`src/rtl/fetch_stage.sv`:
```
// Instruction fetch: one request in flight, one instruction buffered for decode.
// Redirects squash an in-flight request by marking its eventual ack for discard.
module fetch_stage #(
  parameter int                ADDR_W   = 16,
  parameter int                INSTR_W  = 32,
  parameter logic [ADDR_W-1:0] RESET_PC = '0
) (
  input  logic               clk,
  input  logic               reset_n,
  output logic               imem_req,
  output logic [ADDR_W-1:0]  imem_addr,
  input  logic               imem_ack,
  input  logic [INSTR_W-1:0] imem_rdata,
  input  logic               id_ready,
  input  logic               branch_take,
  input  logic [ADDR_W-1:0]  branch_target,
  output logic               if_valid,
  output logic [INSTR_W-1:0] if_instr,
  output logic [4:0]         if_opcode,
  output logic [ADDR_W-1:0]  if_pc,
  output logic [15:0]        fetch_count
);

  localparam logic [1:0] S_IDLE = 2'd0;
  localparam logic [1:0] S_REQ  = 2'd1;
  localparam logic [1:0] S_FULL = 2'd2;

  localparam logic [4:0] OPC_NOP = 5'b10111;

  logic [1:0]        state;
  logic [ADDR_W-1:0] pc;
  logic [ADDR_W-1:0] req_addr;
  logic              squash;

  always_ff @(posedge clk or negedge reset_n) begin
    if (!reset_n) begin
      state       <= S_IDLE;
      pc          <= RESET_PC;
      req_addr    <= RESET_PC;
      squash      <= 1'b0;
      if_instr    <= '0;
      if_pc       <= '0;
      fetch_count <= '0;
    end else begin
      case (state)
        S_IDLE: begin
          req_addr <= pc;
          state    <= S_REQ;
        end
        S_REQ: begin
          if (imem_ack) begin
            // A pending or same-cycle redirect makes this data stale; reissue at the new PC.
            if (squash || branch_take) begin
              squash   <= 1'b0;
              req_addr <= branch_take ? branch_target : pc;
              pc       <= branch_take ? branch_target : pc;
            end else begin
              if_instr <= imem_rdata;
              if_pc    <= req_addr;
              pc       <= req_addr + 1'b1;
              state    <= S_FULL;
            end
          end else if (branch_take) begin
            pc     <= branch_target;
            squash <= 1'b1;
          end
        end
        S_FULL: begin
          if (branch_take) begin
            pc       <= branch_target;
            req_addr <= branch_target;
            state    <= S_REQ;
          end else if (id_ready) begin
            fetch_count <= fetch_count + 16'd1;
            req_addr    <= pc;
            state       <= S_REQ;
          end
        end
        default: state <= S_IDLE;
      endcase
    end
  end

  assign imem_req  = (state == S_REQ);
  assign imem_addr = req_addr;
  assign if_valid  = (state == S_FULL);
  assign if_opcode = if_valid ? if_instr[INSTR_W-1 -: 5] : OPC_NOP;

endmodule

```
`config.mk`:
```
export PLATFORM = sky130hd
export DESIGN_NAME = fetch_stage
export DESIGN_NICKNAME = d
export VERILOG_FILES = /design/src/rtl/fetch_stage.sv
export SDC_FILE = /design/constraint.sdc
export NUM_CORES = 1
export LEC_CHECK = 0
export ABC_AREA = 1
export CORE_MARGIN = 3
export CORE_UTILIZATION = 35
export CTS_CLUSTER_SIZE = 8
export DETAILED_ROUTE_END_ITERATION = 12
export GPL_ROUTABILITY_DRIVEN = 0
export SYNTH_ARGS = -nofsm -noshare
export SYNTH_HDL_FRONTEND = slang
export SYNTH_SLANG_ARGS = --single-unit
```
`constraint.sdc`:
```
create_clock -name clk -period 5.01 [get_ports clk]
set_input_delay 1.2525 -clock clk [delete_from_list [all_inputs] [get_ports clk]]
set_output_delay 1.2525 -clock clk [all_outputs]
set_load 0.01 [all_outputs]
```
==> results.json <==
{
  "yosysSeqAreaShare_pct": 52.3,
  "antenna_found_initial": 0,
  "syn-instance-count": 510,
  "via_per_inst": 4.85,
  "clk_pin_slew_ns": 0.06,
  "hp-class": "flop to flop",
  "numCtsBuffers": 9,
  "h-tree-depth": 3,
  "fin_tns_setup_ns": 0,
  "drc_errors": 0,
  "grt_max_degree": 72,
  "clk_latency_ns": 0.34,
  "root_buffer": "clkbuf_16",
  "crit_fanout": 6,
  "cts_resized": 0,
  "status": "finished, final reports clean",
  "die_h_um": 122,
  "rsz0062_at_grt": "no",
  "post-cts-setup-buffers": 0,
  "cts.sinks": 99,
  "fin_nets": 707,
  "critPathLaunchType": "flop",
  "port-buffer-count": 139,
  "syn-num-nets": 569,
  "cp_data_arrival_time_ns": 2.09,
  "ys_warn_count": 0,
  "die_w_um": 122,
  "finalClockSkew_ns": 0.00450,
  "multiInputGateArea_sq_um": 1970,
  "cts_tree": "yes",
  "slowest_stage": "clkdlybuf4s50_1",
  "ant_nets": 0,
  "powerDensity_nw_per_um2": 591,
  "io_pins": 140,
  "cts_hold_buf": 0,
  "postSynthAreaPerCell_sq_um": 9.29,
  "core_area_sq_um": 12900,
  "nFillCells": 1188,
  "drive_above_1_share_pct": 6.58,
  "row_count": 41,
  "p_total_uw": 3880,
  "drt_iter0_markers": 325,
  "finalWirelength_mm": 12.5,
  "via_count": 4005,
  "path_buf_inv": 3,
  "ff_latch_area_sq_um": 2480,
  "maxSlewHeadroom_pct": 40.2,
  "area_growth_pct": 38.5,
  "crit_chain": "inv_1 -> ha_1 -> inv_2 -> or2_2 -> clkdlybuf4s50_1",
  "drv_cap": 0,
  "synth_area_sq_um": 4740,
  "cp.required_ns": 3.76,
  "dp_hpwl_mm": 9.26,
  "grt_pass1_vias": 3908,
  "maxSlewViolCount": 0,
  "initial_core_util_pct": 36.7,
  "clock_path_buffers": 2,
  "gr-usage-all-layers_pct": 17.2,
  "worst_setup_path_end_kind": "output pin",
  "ys_types": 35,
  "max-vdd-ir-drop_v": 0.000234,
  "wl_per_cell_um": 15.1,
  "n_antenna_cell": 0,
  "postSynthRegisterBits": 99,
  "min_period_ns": 3.35,
  "finalSetupViolations": 0,
  "crit_family": "buffers and inverters",
  "cpPeakStageDelay_ns": 0.50,
  "min_period_over_period_pct": 66.8,
  "crit_type": "flop to output pin",
  "grt_pass1_wl_mm": 20.1,
  "fmax_mhz": 299,
  "p_leak_uw": 0.00299,
  "drt_pass1_iterations": 4,
  "worst_pin_slew_ns": 0.896,
  "hold_viol": 0,
  "fp.dieArea_sq_um": 15000,
  "overflow": 0
}
[state kept, by name (all words and copies together), names as in the netlist]
register     flops
if_instr        32
fetch_count     16
if_pc           16
imem_addr       16
pc              16
state            2
squash           1
[synth_stat cells (all sizes together)]
library cell,number,area (sq um)
ha,6,75.1
nand3b,2,18.8
mux2,37,417
buf,9,82.6
xor2,11,96.3
nand3,29,168
nand4,4,25.0
nand2,127,492
clkinv,1,3.75
o21ai,57,285
inv,51,191
o22ai,3,18.8
dfrtp,99,2480
or2,5,31.3
xnor2,5,43.8
nand2b,1,6.26
o221ai,1,8.76
a22oi,2,15.0
a21oi,11,55.1
nor2,39,164
nor3,5,41.3
o211ai,1,7.51
clkbuf,4,15.0
[logic make-up (layout without fill, tap and decap cells)]
| logic type | count (synthesis) | after routing | share of synthesized area [%] |
|---|---|---|---|
| AOI/OAI and AO/OA | 75 | 75 | 8.24 |
| xor gates and xnor gates | 16 | 16 | 2.96 |
| adders and majority gates | 6 | 6 | 1.58 |
| buffers and inverters | 65 | 208 | 6.18 |
| DFF | 99 | 99 | 52.3 |
| muxes | 37 | 37 | 8.79 |
| and+or+nand+nor | 212 | 212 | 20.0 |
[worst reg2reg max path, delay by kind of cell, from the launching register on]
kind / cells / cell delay, ns
buf+inv: 3 / 0.72
fa+ha+maj: 1 / 0.62
simple gates: 2 / 0.41
flops: 1 / 0.38
compound gates: 2 / 0.17
[cell type report]
cell class	count	area share [%]
multi-input cells	346	30.0
clock buffers	11	3.55
repair buffers	140	21.3
flip-flops and latches	99	37.8
inverters	52	2.97
clock inverters	5	1.18
well taps	172	3.28
[stage by stage]
step / hold WS [ns] / cell area, sq um / instances / setup WS [ns] / utilization, %
final: 0.489 / 6560 / 825 / 1.66 / 50.8
after global routing: 0.510 / 6560 / 825 / 1.55 / 50.8
after CTS: 0.495 / 6560 / 825 / 1.61 / 50.8
after detailed placement: 0.479 / 6250 / 809 / 1.50 / 48.4
after global placement: 0.471 / 6250 / 809 / 1.52 / 48.4
after floorplan: 0.462 / 4740 / 510 / 2.58 / -
[where the power goes]
group          internal (uW)  switching [uW]  total [uW]  leakage, uW
clock network            436             294         731     0.000150
logic                    857             892        1750      0.00162
registers               1150             253        1400      0.00122
[cell usage in the layout (no fill, tap or decap), drive strengths merged, types with 2 or more instances in the layout]
cell / n
clkdlybuf4s50: 138
nand2: 127
dfrtp: 99
o21ai: 57
inv: 51
nor2: 39
mux2: 37
nand3: 29
a21oi: 11
xor2: 11
clkbuf: 11
ha: 6
or2: 5
xnor2: 5
nor3: 5
nand4: 4
o22ai: 3
clkinv: 3
a22oi: 2
bufinv: 2
buf: 2
nand3b: 2
[final timing paths]
path / start / endpoint / slack (ns) / cells past startpoint
setup reg to reg: state[0]$_DFFE_PN0P_ / pc[3]$_DFFE_PN0N_ / 2.61 / 8
min in group asynchronous: reset_n / pc[7]$_DFFE_PN0N_ / 1.03 / 1
max in group asynchronous: reset_n / if_instr[2]$_DFFE_PN0P_ / 3.05 / 2
setup / recovery: state[0]$_DFFE_PN0P_ / if_opcode[4] / 1.66 / 5
hold / removal: if_pc[8]$_DFFE_PN0P_ / if_pc[8]$_DFFE_PN0P_ / 0.49 / 2
hold reg to reg: if_pc[8]$_DFFE_PN0P_ / if_pc[8]$_DFFE_PN0P_ / 0.49 / 2
[layer usage]
| layer | vias to the layer above | part of all wire, % | track usage [%] |
|---|---|---|---|
| met5 | - | 0 | 0 |
| met4 | 0 | 1.2 | 5.25 |
| li1 | 1935 | - | - |
| met2 | 141 | 47 | 27.2 |
| met3 | 11 | 7.5 | 5.21 |
| met1 | 1918 | 45 | 22.8 |
No activity file was read; power rests on OpenSTA's default activity.
